`src/rtl/fetch_unit.sv`:
```
// Instruction-fetch stage: owns the PC, issues one instruction-memory
// request at a time and buffers the returned word in a one-entry output
// register for the decoder. Redirects flush the buffer and cause any
// fetch still in flight to be dropped when its response arrives.
module fetch_unit #(
  parameter logic [31:0] RESET_PC = 32'h0000_0000
) (
  input  logic        clk,
  input  logic        rst,
  input  logic        stall,
  input  logic        redirect,
  input  logic [31:0] redirect_pc,
  output logic        imem_req,
  output logic [31:0] imem_addr,
  input  logic [31:0] imem_rdata,
  input  logic        imem_valid,
  output logic [31:0] if_inst,
  output logic [31:0] if_pc,
  output logic [31:0] if_pc4,
  output logic        if_valid
);

  typedef enum logic [1:0] {
    IDLE,
    WAIT,
    WAIT_KILL
  } state_t;

  state_t      state;
  logic [31:0] pc;
  logic [31:0] req_addr;

  logic        consume;
  logic        free;
  logic        capture;
  logic [31:0] redirect_target;
  logic        unused_redirect_bits;

  // Request/handshake decode: a new request only starts from IDLE when the
  // buffer will have room; an outstanding request keeps its address stable.
  always_comb begin
    consume              = if_valid & ~stall;
    free                 = ~if_valid | consume;
    imem_req             = (state == IDLE) ? (free & ~redirect) : 1'b1;
    imem_addr            = (state == IDLE) ? pc : req_addr;
    capture              = imem_req & imem_valid & ~redirect & (state != WAIT_KILL);
    redirect_target      = {redirect_pc[31:2], 2'b00};
    unused_redirect_bits = ^redirect_pc[1:0];
  end

  assign if_pc4 = if_pc + 32'd4;

  // Fetch FSM, PC update and output buffer; redirect beats capture and stall.
  always_ff @(posedge clk) begin
    if (rst) begin
      state    <= IDLE;
      pc       <= RESET_PC;
      req_addr <= RESET_PC;
      if_valid <= 1'b0;
      if_inst  <= 32'd0;
      if_pc    <= 32'd0;
    end else begin
      case (state)
        IDLE: begin
          if (imem_req) begin
            if (imem_valid) begin
              pc <= pc + 32'd4;
            end else begin
              req_addr <= pc;
              state    <= WAIT;
            end
          end
        end
        WAIT: begin
          if (imem_valid) begin
            state <= IDLE;
            if (!redirect) begin
              pc <= req_addr + 32'd4;
            end
          end else if (redirect) begin
            state <= WAIT_KILL;
          end
        end
        WAIT_KILL: begin
          if (imem_valid) begin
            state <= IDLE;
          end
        end
        default: begin
          state <= IDLE;
        end
      endcase

      if (redirect) begin
        pc <= redirect_target;
      end

      if (redirect) begin
        if_valid <= 1'b0;
        if_inst  <= 32'd0;
      end else if (capture) begin
        if_valid <= 1'b1;
        if_inst  <= imem_rdata;
        if_pc    <= imem_addr;
      end else if (consume) begin
        if_valid <= 1'b0;
      end
    end
  end

endmodule

```
`config.mk`:
```
export PLATFORM = sky130hd
export DESIGN_NAME = fetch_unit
export DESIGN_NICKNAME = d
export VERILOG_FILES = /design/src/rtl/fetch_unit.sv
export SDC_FILE = /design/constraint.sdc
export NUM_CORES = 1
export LEC_CHECK = 0
export ABC_CLOCK_PERIOD_IN_PS = 3300
export CAP_MARGIN = 15
export CORE_AREA = 4 4 132 134
export DETAILED_ROUTE_END_ITERATION = 10
export DIE_AREA = 0 0 136 138
export GPL_ROUTABILITY_DRIVEN = 0
export HOLD_SLACK_MARGIN = 0.03
export PLACE_DENSITY = 0.76
export SYNTH_ARGS = -nofsm -noshare
export SYNTH_HDL_FRONTEND = slang
export SYNTH_SLANG_ARGS = --single-unit
```
`constraint.sdc`:
```
create_clock -name clk -period 3.3 [get_ports clk]
set_clock_uncertainty 0.15 [all_clocks]
set_input_delay 0.99 -clock clk [delete_from_list [all_inputs] [get_ports clk]]
set_output_delay 0.99 -clock clk [all_outputs]
set_load 0.005 [all_outputs]
```
==> results.yml <==
min_path:
  hold_end: "if_inst[22]"
  hold_path_class: "flip-flop to flip-flop"
  min-delay-start: "if_inst[22]"
  whs_path_depth: 2
logic_synthesis:
  synth_area_leader_cell: "dfxtp_1"
  syn_area_per_cell_um2: 7.66
  synthesis.instances: 917
  synth_nets: 988
  synth_area_leaders: "dfxtp_1 37%, nand2_1 12%, a21oi_1 8.1%, mux2_2 5.8%, mux2i_1 3.7%"
  synth_cell_types: 61
  yosys_warnings: 0
  async_flop_share_pct: 0
  ys.flop_type: "dfxtp_1"
  synth_edf_count: 0
  synth_top_area_share_pct: 37.3
  synth_seq_cells: 131
  synth_area_um2: 7030
  seq_area_frac_synth_pct: 37.3
layout:
  fill_cells: 1400
  antenna_cells: 0
  fin_nets: 1196
  multi_input_area_um2: 4180
  area_growth_pct: 45.1
  layout-drive-gt1-share_pct: 14.9
  seq_area_um2: 2630
timing:
  setup_viol: 0
  worstMarginPinSlew_ns: 0.511
  max_freq_ghz: 0.310
  setup_ws_ns: 0.0789
  fin_crit_sh_pct: 97.6
  slew_headroom_pct: 65.8
  drv_slew: 0
  hold_viol: 0
  fin_crit_ns: 3.22
  rsz0062_at_grt: "true"
critical_path:
  r2r-end: "pc[24]"
  r2r_cells: 8
  crit_chain: "nor2_4, buf_12, mux2_2, clkdlybuf4s50_1"
  cp_slowest_cell: "clkdlybuf4s50_1"
  regToRegStartpoint: "state[0]"
  max_stage_delay_ns: 0.47
  cp-end-kind: "output pin"
  reg2reg_slack_ns: 0.36
  crit_path_start_kind: "flip-flop"
  path_buf_inv: 2
  crit_arrival_ns: 2.08
  cp_max_fo: 21
  cp_num_cells: 4
  critPathLaunch: "state[1]"
  crit_family: "buffers and inverters"
  critPathRequiredTime_ns: 2.16
  path_class: "flip-flop to output pin"
drt:
  drtIter0Drc: 633
  drc: 0
  drt_pre_antenna_iters: 7
  vias_per_cell: 5.59
  final_antenna_net_count: 0
  routed_wl_um: 24200
  wl_per_cell_um: 17.8
  vias: 7589
clock_tree:
  cts_tree: "yes"
  clock_latency_ns: 0.43
  cts_buffer_depth: 2
  cts_root_buf: "clkbuf_16"
  clock_sinks: 131
  h-tree-depth: 4
  clk_pin_slew_worst_paths_ns: 0.06
  numCtsBuffers: 17
  cts_hold_buf: 0
floorplanning:
  die_area_um2: 18800
  die_width_um: 136
  row_count: 47
  num_io_pins: 199
  dieHeight_um: 138
  core_um2: 16300
  start_util_pct: 43.1
placed_design:
  hpwl_um: 16800
  portBuffers: 196
  place_ws_ns: -0.0878
power_and_ir_drop:
  internal-power_w: 0.00299
  seqPwrFrac_pct: 40.8
  ir_drop_mv: 0.397
  p_clk_share_pct: 43.1
  p_leak_nw: 3.84
  power.switching_w: 0.00122
  p_per_area_nw_per_um2: 412
  p_total_w: 0.00421
  swShare_pct: 29.0
  power_frac_comb_pct: 16.1
global_route:
  track_usage_pct: 25.0
  grt_pass1_wl_um: 37800
  grt_pass1_vias: 7128
  grt_max_degree: 92
  grt_overflow: 0
  grt_antenna_before_repair: 0
outcome:
  status: "finished, final reports clean"
run:
  cap_violations: 0
-- power by group through the flow --
stage / Sequential, W / Combinational (W) / Clock, W
CTS: 0.00171 / 0.000673 / 0.00184
finish: 0.00172 / 0.000677 / 0.00181
global route: 0.00172 / 0.000727 / 0.00192
global placement: 0.00174 / 0.000666 / 0
floorplan: 0.00173 / 0.000315 / 0
detailed placement: 0.00175 / 0.000673 / 0
-- worst reg2reg max path, cell delays in order, from the launching register on --
cell	delay [ns]
dfxtp_1	0.51
nor2b_4	0.29
mux2_2	0.24
ha_1	0.27
o211a_1	0.22
nand4_1	0.18
nor4_1	0.44
xor2_1	0.14
a2111oi_1	0.39
-- cells in the mapped netlist, types with 3 or more instances --
master and n:
and3_1 25, o22ai_1 8, clkbuf_1 53, xor2_1 16
o21ai_0 14, nand3b_1 4, nor3_1 19, nand4_1 14
dfxtp_1 131, a211o_1 4, nand3_1 32, nand2_1 233
nor2b_1 3, a211oi_1 6, a31oi_1 16, mux2i_1 26
nor2_1 45, and4b_1 3, and2_1 12, xnor2_1 25
o211ai_1 6, buf_4 5, a21oi_1 114, mux2_2 36
and3b_1 3, nor4_1 5, inv_1 9, nand2b_1 4
buf_1 3
-- flip-flops by register name, indices dropped and copies added (netlist names), named ones only --
register	count
if_valid	1
state	2
if_inst	32
req_addr	32
pc	30
if_pc	32
-- metrics by stage --
stage / utilization (%) / std cells / instance area, um2 / hold slack [ns] / TNS [ns]
after floorplan: - / 917 / 7030 / 0.292 / 0
after global placement: 58.7 / 1324 / 9560 / 0.290 / -0.116
after detailed placement: 58.7 / 1324 / 9560 / 0.296 / -0.100
after CTS: 62.3 / 1357 / 10200 / 0.305 / 0
after global routing: 62.6 / 1358 / 10200 / 0.326 / -0.0597
final: 62.6 / 1358 / 10200 / 0.302 / 0
-- what timing repair did --
item | 4_1_cts | 5_1_grt
setup buffers | 1 | 1
pin swaps | 3 | 10
endpoints found under the setup margin | 41 | 31
gates resized for setup | 35 | 42
-- cells by family after synthesis --
| logic type | share of synthesized area (%) |
|---|---|
| buf+inv | 4.52 |
| xor+xnor | 5.11 |
| compound gates | 16.0 |
| mux | 9.99 |
| flops | 37.3 |
| simple gates | 26.7 |
| fa+ha+maj | 0.356 |
-- cell usage in the layout (no fill, tap or decap), types with 9 or more instances in the layout --
cell type        Yosys  layout
and3_1              25      20
a21oi_1            114     114
inv_1                9       9
o21ai_0             14      13
nand2_1            233     232
mux2i_1             26      26
nor3_1              19      18
nand4_1             14      14
clkdlybuf4s50_1      0     174
buf_12               0      13
xor2_1              16      16
buf_4                5      43
nor2_1              45      43
and2_1              12      11
clkbuf_16            0      17
mux2_2              36      36
nand3_1             32      30
a31oi_1             16      16
xnor2_1             25      22
dfxtp_1            131     124
-- how the worst max path moves through the flow --
| stage | to | slack [ns] |
|---|---|---|
| floorplan | pc[24] | 0.20 |
| global placement | imem_req | -0.11 |
| detailed placement | imem_req | -0.09 |
| CTS | if_pc4[31] | 0.002 |
| global route | if_pc4[24] | -0.03 |
| finish | imem_addr[9] | 0.08 |
-- metal layers --
metal / vias up / global-route usage [%] / wire, um / share of wire, %
li1: 3616 / - / - / -
met1: 3594 / 32.4 / 10000 / 41
met2: 310 / 40.3 / 11600 / 48
met3: 69 / 5.45 / 1630 / 6.8
met4: 0 / 10.5 / 908 / 3.8
met5: - / 0 / 0 / 0
-- cell type report --
class	count	share of cell area, %
Multi-Input combinational cell	711	41.0
Sequential cell	131	25.8
Timing Repair Buffer	254	24.6
Clock buffer	17	4.17
Tap cell	220	2.70
Clock inverter	15	1.35
Inverter	10	0.368
No activity file was read; power rests on OpenSTA's default activity.
